**config.mk**
```make
export PLATFORM = sky130hd
export DESIGN_NAME = memory_arbiter_flat
export DESIGN_NICKNAME = d
export VERILOG_FILES = /design/src/rtl/memory_arbiter_if.sv /design/src/rtl/memory_arbiter.sv /design/src/flat_wrapper.sv
export SDC_FILE = /design/constraint.sdc
export NUM_CORES = 1
export LEC_CHECK = 0
export CORE_ASPECT_RATIO = 2
export CORE_MARGIN = 2
export CORE_UTILIZATION = 35
export CTS_BUF_LIST = sky130_fd_sc_hd__clkbuf_8 sky130_fd_sc_hd__clkbuf_16
export DETAILED_ROUTE_END_ITERATION = 8
export GPL_TIMING_DRIVEN = 0
export PLACE_DENSITY = 0.72
export SLEW_MARGIN = 20
export SYNTH_ARGS = -nofsm -noshare
export SYNTH_HDL_FRONTEND = slang
export SYNTH_SLANG_ARGS = --single-unit
```
**constraint.sdc**
```tcl
create_clock -name clk -period 3 [get_ports clk]
set_input_delay 0.3 -clock clk [delete_from_list [all_inputs] [get_ports clk]]
set_output_delay 0.3 -clock clk [all_outputs]
set_load 0.05 [all_outputs]
```
**src/rtl/memory_arbiter_if.sv**
```systemverilog
// Bus bundle between the requesters, the arbiter and the memory instance.
// The arbiter connects through the slave modport; requesters/memory through master.
interface memory_arbiter_if #(
    parameter int ADDR_W = 32,
    parameter int DATA_W = 32
);
    logic [1:0]        req_i;
    logic [1:0]        we_i;
    logic [ADDR_W-1:0] addr0_i;
    logic [ADDR_W-1:0] addr1_i;
    logic [DATA_W-1:0] wdata0_i;
    logic [DATA_W-1:0] wdata1_i;
    logic [1:0]        gnt_o;
    logic [1:0]        done_o;
    logic [DATA_W-1:0] rdata_o;
    logic [ADDR_W-1:0] mem_address;
    logic [DATA_W-1:0] mem_write_data;
    logic              mem_write_enable;
    logic [DATA_W-1:0] mem_read_data;

    modport slave (
        input  req_i, we_i, addr0_i, addr1_i, wdata0_i, wdata1_i, mem_read_data,
        output gnt_o, done_o, rdata_o, mem_address, mem_write_data, mem_write_enable
    );

    modport master (
        output req_i, we_i, addr0_i, addr1_i, wdata0_i, wdata1_i, mem_read_data,
        input  gnt_o, done_o, rdata_o, mem_address, mem_write_data, mem_write_enable
    );
endinterface

```
**src/rtl/memory_arbiter.sv**
```systemverilog
// Round-robin arbiter sharing one single-ported memory between the core (port 0)
// and the debug/DMA loader (port 1). One access in flight; done pulses after
// the fixed memory latency.
module memory_arbiter #(
    parameter int ADDR_W      = 32,
    parameter int DATA_W      = 32,
    parameter int MEM_LATENCY = 1
) (
    input  logic            clk,
    input  logic            reset,
    memory_arbiter_if.slave bus
);
    localparam int               CNT_W    = (MEM_LATENCY > 1) ? $clog2(MEM_LATENCY) : 1;
    localparam logic [CNT_W-1:0] CNT_LAST = CNT_W'(MEM_LATENCY - 1);

    typedef enum logic [1:0] {
        S_IDLE,
        S_WAIT,
        S_DONE
    } state_t;

    state_t            r_state;
    state_t            w_next_state;
    logic              r_last_grant;
    logic              r_winner;
    logic              r_we;
    logic [ADDR_W-1:0] r_addr;
    logic [DATA_W-1:0] r_wdata;
    logic [CNT_W-1:0]  r_cnt;
    logic              w_any;
    logic              w_win;

    // Winner selection: a lone requester wins, a tie goes to the port not served last
    always_comb begin
        w_any = |bus.req_i;
        if (&bus.req_i) begin
            w_win = ~r_last_grant;
        end else begin
            w_win = bus.req_i[1];
        end
    end

    // State register
    always_ff @(posedge clk or posedge reset) begin
        if (reset) begin
            r_state <= S_IDLE;
        end else begin
            r_state <= w_next_state;
        end
    end

    // Latch the granted access and count latency cycles while waiting
    always_ff @(posedge clk or posedge reset) begin
        if (reset) begin
            r_last_grant <= 1'b1;
            r_winner     <= 1'b0;
            r_we         <= 1'b0;
            r_addr       <= '0;
            r_wdata      <= '0;
            r_cnt        <= '0;
        end else if (r_state == S_IDLE && w_any) begin
            r_last_grant <= w_win;
            r_winner     <= w_win;
            r_we         <= bus.we_i[w_win];
            r_addr       <= w_win ? bus.addr1_i : bus.addr0_i;
            r_wdata      <= w_win ? bus.wdata1_i : bus.wdata0_i;
            r_cnt        <= '0;
        end else if (r_state == S_WAIT) begin
            r_cnt <= r_cnt + CNT_W'(1);
        end
    end

    // Next state and outputs; reset forces every output low without waiting for a clock
    always_comb begin
        w_next_state         = r_state;
        bus.gnt_o            = '0;
        bus.done_o           = '0;
        bus.rdata_o          = '0;
        bus.mem_address      = r_addr;
        bus.mem_write_data   = r_wdata;
        bus.mem_write_enable = 1'b0;
        case (r_state)
            S_IDLE: begin
                bus.mem_address    = '0;
                bus.mem_write_data = '0;
                if (w_any) begin
                    bus.gnt_o            = w_win ? 2'b10 : 2'b01;
                    bus.mem_address      = w_win ? bus.addr1_i : bus.addr0_i;
                    bus.mem_write_data   = w_win ? bus.wdata1_i : bus.wdata0_i;
                    bus.mem_write_enable = bus.we_i[w_win];
                    w_next_state         = S_WAIT;
                end
            end
            S_WAIT: begin
                if (r_cnt == CNT_LAST) begin
                    w_next_state = S_DONE;
                end
            end
            S_DONE: begin
                bus.done_o   = r_winner ? 2'b10 : 2'b01;
                bus.rdata_o  = r_we ? '0 : bus.mem_read_data;
                w_next_state = S_IDLE;
            end
            default: begin
                w_next_state = S_IDLE;
            end
        endcase
        if (reset) begin
            bus.gnt_o            = '0;
            bus.done_o           = '0;
            bus.rdata_o          = '0;
            bus.mem_address      = '0;
            bus.mem_write_data   = '0;
            bus.mem_write_enable = 1'b0;
        end
    end
endmodule

```
**src/flat_wrapper.sv**
```systemverilog
// flat-port wrapper written by rule: the top's interface ports become plain ports
module memory_arbiter_flat 
#(
    parameter int ADDR_W      = 32,
    parameter int DATA_W      = 32,
    parameter int MEM_LATENCY = 1
)
  (clk, reset, bus_req_i, bus_we_i, bus_addr0_i, bus_addr1_i, bus_wdata0_i, bus_wdata1_i, bus_mem_read_data, bus_gnt_o, bus_done_o, bus_rdata_o, bus_mem_address, bus_mem_write_data, bus_mem_write_enable);
  memory_arbiter_if #(.ADDR_W(ADDR_W), .DATA_W(DATA_W)) bus_i ();
  input  logic clk;
  input  logic reset;
  input wire logic [$bits(bus_i.req_i)-1:0] bus_req_i;
  input wire logic [$bits(bus_i.we_i)-1:0] bus_we_i;
  input wire logic [$bits(bus_i.addr0_i)-1:0] bus_addr0_i;
  input wire logic [$bits(bus_i.addr1_i)-1:0] bus_addr1_i;
  input wire logic [$bits(bus_i.wdata0_i)-1:0] bus_wdata0_i;
  input wire logic [$bits(bus_i.wdata1_i)-1:0] bus_wdata1_i;
  input wire logic [$bits(bus_i.mem_read_data)-1:0] bus_mem_read_data;
  output wire logic [$bits(bus_i.gnt_o)-1:0] bus_gnt_o;
  output wire logic [$bits(bus_i.done_o)-1:0] bus_done_o;
  output wire logic [$bits(bus_i.rdata_o)-1:0] bus_rdata_o;
  output wire logic [$bits(bus_i.mem_address)-1:0] bus_mem_address;
  output wire logic [$bits(bus_i.mem_write_data)-1:0] bus_mem_write_data;
  output wire logic [$bits(bus_i.mem_write_enable)-1:0] bus_mem_write_enable;
  assign bus_i.req_i = bus_req_i;
  assign bus_i.we_i = bus_we_i;
  assign bus_i.addr0_i = bus_addr0_i;
  assign bus_i.addr1_i = bus_addr1_i;
  assign bus_i.wdata0_i = bus_wdata0_i;
  assign bus_i.wdata1_i = bus_wdata1_i;
  assign bus_i.mem_read_data = bus_mem_read_data;
  assign bus_gnt_o = bus_i.gnt_o;
  assign bus_done_o = bus_i.done_o;
  assign bus_rdata_o = bus_i.rdata_o;
  assign bus_mem_address = bus_i.mem_address;
  assign bus_mem_write_data = bus_i.mem_write_data;
  assign bus_mem_write_enable = bus_i.mem_write_enable;
  memory_arbiter #(.ADDR_W(ADDR_W), .DATA_W(DATA_W), .MEM_LATENCY(MEM_LATENCY)) u_core (.clk(clk), .reset(reset), .bus(bus_i));
endmodule
```
; ---- Word-level counts from Yosys, hierarchy flattened
; Index checks and enable logic that the tools add are counted.
[totals]
ff_bits = 70
input_bits = 166
out_inout_bits = 101
wordCells = 49
[classes]
addsub = 1
n_lt_le_gt_ge = 1
n_eq_ne = 4
mux = 29
n_bitwise = 1
n_reduce_logical = 6
[op_table]
columns = operator, count
row1 = $mux 32, 11
row2 = $mux 2, 9
row3 = $mux 1, 8
row4 = $pmux 2 s2, 1
row5 = $reduce_and 2->1, 2
row6 = $eq 2x1->1 const B, 1
row7 = $eq 2x2->1 const B, 1
row8 = $logic_not 2->1, 1
row9 = $lt 1x2->1 const B, 1
row10 = $ne 2x1->1 const B, 1
row11 = $ne 2x2->1 const B, 1
row12 = $reduce_bool 2->1, 1
row13 = $reduce_or 2->1, 1
row14 = $add 1x1->1 const B, 1
row15 = $logic_and 1x1->1, 1
row16 = $not 1->1, 1

; ---- Depth between registers and ports, before layout
; Gate-level depths: netlist of the first run.
[depth]
depth_word = 7
ltp_mapped = 7
depth_no_buf = 3

; ---- Worst setup path before layout of the first run
; OpenSTA, ideal clock, no wires.
[synth_path]
path_kind = reg2out
from = reg u_core.r_last_grant
to = out bus_mem_address[0]
arrival_ns = 2.417
required_ns = 2.700
slack_ns = 0.283
path_stages_with_launch = 6
path_buffers = 2
cell_sequence = dfstp_2 a21bo_2 buf_4 clkbuf_1 nand2_1 a311oi_1
[synth_via]
elab_chain_len = 6
[synth_rtl]
columns = item, line
row1 = "start, declared", memory_arbiter.sv:24  ; logic r_last_grant;
row2 = "start signal, assigned", memory_arbiter.sv:62  ; r_last_grant <= w_win;
row3 = $not 1->1, memory_arbiter.sv:37  ; w_win = ~r_last_grant;
row4 = $mux 1, memory_arbiter.sv:36  ; if (&bus.req_i) begin
row5 = $mux 32, memory_arbiter.sv:88  ; bus.mem_address = w_win ? bus.addr1_i : bus.addr0_i;
row6 = $mux 32, memory_arbiter.sv:86  ; if (w_any) begin
row7 = $mux 32, memory_arbiter.sv:82  ; case (r_state)
row8 = $mux 32, memory_arbiter.sv:108  ; if (reset) begin
row9 = "end, declared", flat_wrapper.sv:22  ; output wire logic [$bits(bus_i.mem_address)-1:0] bus_mem_address;
; No other way between the ends.

; ---- Final worst setup path of the first run
[layout_path]
from = in bus_req_i[1]
to = out bus_mem_address[14]
[layout_via]
elab_chain_len = 6
word_cells_on_any_way = 7
cone_classes = mux: 5 / reduce/logical: 2
[layout_rtl]
columns = item, line
row1 = "start, declared", flat_wrapper.sv:12  ; input wire logic [$bits(bus_i.req_i)-1:0] bus_req_i;
row2 = $reduce_and 2->1, memory_arbiter.sv:36
row3 = $mux 1, memory_arbiter.sv:36
row4 = $mux 32, memory_arbiter.sv:88
row5 = $mux 32 (*), memory_arbiter.sv:86
row6 = $mux 32 (*), memory_arbiter.sv:82
row7 = $mux 32 (*), memory_arbiter.sv:108
; Mark *: on every way between the ends. The rest lies on a longest branch, timed or not.

==> results of run 1 <==
[sequential cells by signal, indices dropped and copies added, names as in the netlist]
| name | cells |
|---|---|
| u_core.r_we | 1 |
| u_core.r_wdata | 32 |
| u_core.r_last_grant | 1 |
| u_core.r_winner | 1 |
| u_core.r_addr | 32 |
| u_core.r_state | 2 |
| u_core.r_cnt | 1 |
[cells in the final DEF, fill, tap and decap left out, types with 28 or more instances in the layout]
cell type                         synthesis  layout
sky130_fd_sc_hd__dfrtp_1                 69      69
sky130_fd_sc_hd__a21oi_1                 67      67
sky130_fd_sc_hd__clkbuf_2                 0      41
sky130_fd_sc_hd__nand2_1                131     131
sky130_fd_sc_hd__a31oi_1                 35      35
sky130_fd_sc_hd__a21boi_0                35      35
sky130_fd_sc_hd__buf_2                   32      33
sky130_fd_sc_hd__clkdlybuf4s50_1          0     168
sky130_fd_sc_hd__a31oi_2                 30      30
sky130_fd_sc_hd__and2_1                  33      33
sky130_fd_sc_hd__o21ai_0                 50      50
sky130_fd_sc_hd__dlymetal6s2s_1           0      28
sky130_fd_sc_hd__a311oi_1                64      64
sky130_fd_sc_hd__a21boi_1                30      30
[cells by family after synthesis]
group                  synth area share [%]
multiplexers                         0.1902
AND/OR/NAND/NOR                       14.62
buffers and inverters                 7.680
flip-flops                            33.31
AO/OA/AOI/OAI                         44.20
[through the flow]
step / setup TNS [ps] / cells / power (mW) / area [µm²]
floorplan: 0 / 654 / 5.441 / 5263
global placement: -55200 / 1114 / 7.099 / 8159
detailed placement: -10380 / 1115 / 7.169 / 8182
CTS: 0 / 1131 / 8.042 / 8408
global route: 0 / 1130 / 8.481 / 8335
finish: 0 / 1130 / 7.992 / 8335
[per-layer routing]
metal | vias up | wire [µm] | part of all wire [%] | global-route usage, %
met5 | - | 0 | 0 | 0
met4 | 0 | 399 | 1.8 | 7.821
met3 | 23 | 1197 | 5.4 | 3.567
met2 | 262 | 11800 | 54 | 47.98
met1 | 3017 | 8635 | 39 | 32.66
li1 | 2993 | - | - | -
[path summary, 6_finish.rpt]
path	from	to	cells after the start
max	bus_req_i[1]	bus_mem_address[14]	7
min	reset	u_core.r_addr[3]	3
max reg2reg	u_core.r_state[1]	u_core.r_wdata[30]	7
min reg2reg	u_core.r_cnt	u_core.r_state[1]	1
max in group asynchronous	reset	u_core.r_last_grant	4
min in group clk	u_core.r_cnt	u_core.r_state[1]	1
[area by class of cell]
class                   instances  area, µm²  share of cell area, %
flip-flops and latches         70       1753                  21.03
clock inverters                 7      75.07                 0.9006
multi-input cells             505       3105                  37.26
inverters                       3      13.76                 0.1651
well taps                     195      244.0                  2.927
repair buffers                266       2525                  30.29
clock buffers                   9      225.2                  2.702
plain buffers                  75      394.1                  4.728
[worst min-delay path: stages]
cell	delay (ps)
sky130_fd_sc_hd__clkbuf_1	180
sky130_fd_sc_hd__clkbuf_1	310
sky130_fd_sc_hd__inv_4	460
[power groups by stage]
stage	clock network [mW]	registers, mW	logic (mW)
3_3_place_gp	0	1.66	5.44
2_1_floorplan	0	1.62	3.82
5_1_grt	1.14	1.72	5.62
3_5_place_dp	0	1.68	5.49
4_1_cts	1.10	1.66	5.28
6_report	1.08	1.67	5.24
==> results.yml, run 1 <==
synthesis:
  synth.lib_cells_used.distinct: 27
  synthDominantCellAreaShare_pct: 32.81
  synth_cells: 654
  avgSynthCellArea_um2: 8.047
  synth_nets: 820
  synth_flop_cell: "sky130_fd_sc_hd__dfrtp_1"
  synthesis.yosys.warnings: 0
  yosysTopAreaCell: "sky130_fd_sc_hd__dfrtp_1"
  synth.cells.most_frequent: "131 x sky130_fd_sc_hd__nand2_1, 69 x sky130_fd_sc_hd__dfrtp_1, 67 x sky130_fd_sc_hd__a21oi_1, 64 x sky130_fd_sc_hd__a311oi_1, 50 x sky130_fd_sc_hd__o21ai_0"
  synth_edf_count: 0
  postSynthRegisterBits: 70
  synth-async-reset-ratio_pct: 100.0
  post_synth_main_area_contributors: "sky130_fd_sc_hd__dfrtp_1 33%, sky130_fd_sc_hd__a311oi_1 11%, sky130_fd_sc_hd__nand2_1 9.3%"
  synthesis.area_um2: 5263
  ys_seq_area_share_pct: 33.31
  yosys.cell_count.top_type: "sky130_fd_sc_hd__nand2_1"
clocking:
  cts_resized: 83
  cts_hold_repair.buffers: 0
  clockBufferDepth: 2
  cts_root_buf: "sky130_fd_sc_hd__clkbuf_16"
  numCtsBuffers: 9
  clk_pin_slew_ps: 60
  post_cts_buffers: 0
  numClockSinks: 70
  insertion_delay_ps: 340
  cts_htree_levels: 3
  tritoncts: "done"
floorplan:
  rows: 63
  io_pins: 267
  fp.dieArea_um2: 16090
  start_util_pct: 35.70
  fp.coreArea_um2: 14740
  die-width_um: 90.71
  die-height_um: 177.4
detailed_routing:
  post_route_antenna_net_violation_count: 0
  totalWireLength_um: 22040
  num_vias: 6295
  drc_errors: 0
  detail_route.iter0.violations: 288
  first_pass_iters: 5
  ratio_of_routed_vias_to_standard_cells: 5.571
  average_wire_length_per_cell_after_detail_routing_um: 19.50
grt:
  groute.usage.overall_pct: 26.56
  globalRouteOverflowTotal: 0
  grt_first_pass_wirelength_um: 34190
  antenna_violations_before_repair: 0
  grt_start_max_net_pins: 37
  first_global_vias: 6356
critical_path:
  required_time_of_the_critical_path_ps: 2700
  crit_path_end_kind: "primary output"
  worst_setup_path_start_kind: "input port"
  crit_slowest_cell: "sky130_fd_sc_hd__clkdlybuf4s15_1"
  critical-path-top-delay-family: "buffers and inverters"
  reg2reg_setup_slack_ps: 1180
  critPathMaxFanout: 10
  sequence_of_cells_on_the_critical_path: "clkdlybuf4s50_1, a21boi_1, buf_4, buf_2, nand2_1, a311oi_1, clkdlybuf4s15_1"
  setup.worst_path.class: "input port to primary output"
  slowest_delay_ps: 540
  critical_path.n_buffers_inverters: 4
  critical_path_arrival_ps: 2590
flow_run:
  drv_cap: 0
pwr:
  power_frac_comb_pct: 65.6
  vdd_drop_max_uv: 492.1
  switching_power_mw: 4.174
  power.share.sequential_pct: 20.9
  power_report.internal_total_mw: 3.818
  pwr_density_cell_nw_per_um2: 958.8
  cellLeakagePower_nw: 3.789
  p_sw_share_pct: 52.23
  clockPowerShare_pct: 13.5
timing:
  rsz_0062_raised_after_global_routing: "false"
  timing_max_transition_violations_final: 0
  fin_worst_skew_ps: 15.47
  worst_slew_margin_relative_to_its_limit_pct: 53.23
  timing_hold_violations_final: 0
  fin_hold_ws_ps: 469.4
  worst_slew_pin_slew_ps: 701.5
  period_needed_ps: 2886
  final-setup-viol-count: 0
  fmax_mhz: 346.5
  setup_ws_ps: 113.7
  finalCritPeriodShare_pct: 96.21
placed_design:
  finalWeightedCongestion: 0.8740
  detailed_place_hpwl_um: 16680
  place.port_buffers: 265
  pre_cts_slack_ps: -346.7
worst_hold_path:
  min_path_type: "input port to async pin"
layout:
  post_route_cells_drive_above_1_share_pct: 15.08
  area_delta_synth_final_pct: 58.39
  layout.core_utilization_pct: 56.55
  final_net_count: 1096
  fill_cell_total_of_the_finished_layout: 1418
  n_antenna_cell: 0
run_status:
  status: "finished, final reports clean"
(Power assumes the default switching activity.)
==> inputs of run 2 (changes only) <==
Settings changed: RECOVER_POWER from default to 25.
==> run 2 against run 1 <==
The run now ends with max-capacitance violations, max-slew violations left; final area decreased by 0.20%; cell count unchanged; critical path depth unchanged; non-clock buffer count unchanged; register-to-register slack about the same; first-iteration DRC count increased by 9.4%; sequential cell count unchanged; critical endpoint is now bus_mem_address[9]; largest cell class unchanged.
==> results.yml, run 2 (synthesized netlist as in run 1, its figures left out) <==
run_status:
  status: "finished with violations"
  failed_checks: "max-capacitance violations, max-slew violations"
pwr:
  power_frac_comb_pct: 65.5
  switching_power_mw: 4.170
  pwr_density_cell_nw_per_um2: 959.9
  cellLeakagePower_nw: 3.779
  power.share.sequential_pct: 20.9
  clockPowerShare_pct: 13.6
  design_power_total_mw: 7.986
  power_report.internal_total_mw: 3.816
  p_sw_share_pct: 52.21
  vdd_drop_max_uv: 493.9
grt:
  first_global_vias: 6356
  grt_first_pass_wirelength_um: 34190
  globalRouteOverflowTotal: 0
  groute.usage.overall_pct: 26.56
  grt_start_max_net_pins: 37
  antenna_violations_before_repair: 0
clocking:
  clockBufferDepth: 2
  cts_htree_levels: 3
  insertion_delay_ps: 340
  numCtsBuffers: 9
  cts_root_buf: "sky130_fd_sc_hd__clkbuf_16"
  cts_hold_repair.buffers: 0
  clk_pin_slew_ps: 60
  tritoncts: "done"
  post_cts_buffers: 0
  numClockSinks: 70
critical_path:
  critical_path_arrival_ps: 2600
  crit_slowest_cell: "sky130_fd_sc_hd__clkdlybuf4s50_1"
  slowest_delay_ps: 510
  crit_path_end_kind: "primary output"
  sequence_of_cells_on_the_critical_path: "clkdlybuf4s50_1, a21boi_1, buf_4, buf_2, nand2_1, a311oi_1, clkdlybuf4s15_2"
  critPathMaxFanout: 10
  required_time_of_the_critical_path_ps: 2700
  setup.worst_path.class: "input port to primary output"
  worst_setup_path_start_kind: "input port"
timing:
  rsz_0062_raised_after_global_routing: "false"
  period_needed_ps: 2902
  final-setup-viol-count: 0
  worst_slew_pin_slew_ps: 1691
  worst_slew_margin_relative_to_its_limit_pct: -13.39
  fin_worst_skew_ps: 14.12
  timing_hold_violations_final: 0
  fmax_mhz: 344.6
  fin_setup_tns_ps: 0
  timing_max_transition_violations_final: 37
  finalCritPeriodShare_pct: 96.74
placed_design:
  finalWeightedCongestion: 0.8740
  place.port_buffers: 265
  detailed_place_hpwl_um: 16680
  placedCellCount: 1115
layout:
  final_net_count: 1096
  n_antenna_cell: 0
  layout.core_utilization_pct: 56.44
  post_route_cells_drive_above_1_share_pct: 15.08
  top_regs: "u_core.r_addr x32, u_core.r_wdata x32, u_core.r_state x2"
  layout.cells.most_common_list: "168 x sky130_fd_sc_hd__clkdlybuf4s50_1, 131 x sky130_fd_sc_hd__nand2_1, 69 x sky130_fd_sc_hd__dfrtp_1"
  stdcell_count: 1130
  area_delta_synth_final_pct: 58.08
  layout.cells.most_common: "sky130_fd_sc_hd__clkdlybuf4s50_1"
  fill_cell_total_of_the_finished_layout: 1420
floorplan:
  rows: 63
  io_pins: 267
  die-width_um: 90.71
  fp.dieArea_um2: 16090
  die-height_um: 177.4
  fp.coreArea_um2: 14740
  start_util_pct: 35.70
detailed_routing:
  drc_errors: 0
  average_wire_length_per_cell_after_detail_routing_um: 19.50
  first_pass_iters: 5
  num_vias: 6270
  detail_route.iter0.violations: 315
  totalWireLength_um: 22040
  post_route_antenna_net_violation_count: 0
  ratio_of_routed_vias_to_standard_cells: 5.549
worst_hold_path:
  min_path_type: "flip-flop to flip-flop"
flow_run:
  drv_cap: 1
## run 2: final cells by class
type	count	area (µm²)	area share [%]
buffer	75	394.1	4.738
clock buffer	9	225.2	2.707
clock inverter	7	75.07	0.9024
inverter	3	12.51	0.1504
multi-input combinational	505	3105	37.33
sequential	70	1753	21.07
tap	195	244.0	2.933
timing repair buffer	266	2510	30.17
## run 2: worst max-delay path, delay by kind of cell
family	cells	cell delay (ps)
compound gates	2	700
simple gates	1	140
buf+inv	4	1450
## run 2: routing by layer
layer | vias to the layer above | track usage (%) | wire, µm
met5 | - | 0 | 0
met4 | 0 | 7.821 | 363
met3 | 19 | 3.567 | 1062
met2 | 247 | 47.98 | 11920
met1 | 3010 | 32.66 | 8691
li1 | 2994 | - | -
## run 2: stage by stage
stage | hold slack [ps] | area (µm²) | worst slack, ps
4_1_cts | 487.9 | 8408 | 0.3524
6_report | 486.7 | 8319 | 97.66
5_1_grt | 512.2 | 8319 | 2.217
2_1_floorplan | 370.0 | 5263 | 283.0
3_3_place_gp | 457.9 | 8159 | -645.5
3_5_place_dp | 484.8 | 8182 | -346.7
## run 2: what timing repair did
action                                  CTS  global route
pin swaps                                 0             0
endpoints found under the setup margin   69            76
gates resized for setup                  83           154
## run 2: path summary, 6_finish.rpt
check | cells past startpoint | end | from | slack (ps)
worst max-delay path | 7 | bus_mem_address[9] | bus_req_i[1] | 100
worst min-delay path | 1 | u_core.r_state[1] | u_core.r_cnt | 490
worst max register to register | 7 | u_core.r_addr[13] | u_core.r_state[1] | 1190
worst min register to register | 1 | u_core.r_state[1] | u_core.r_cnt | 490
max in group asynchronous | 4 | u_core.r_addr[31] | reset | 590
min in group asynchronous | 3 | u_core.r_addr[1] | reset | 830
## run 2: power by group through the flow
stage          registers, mW  logic (mW)  clock network (mW)
6_report                1.67        5.23                1.09
5_1_grt                 1.72        5.62                1.14
4_1_cts                 1.66        5.28                1.10
3_5_place_dp            1.68        5.49                   0
3_3_place_gp            1.66        5.44                   0
2_1_floorplan           1.62        3.82                   0
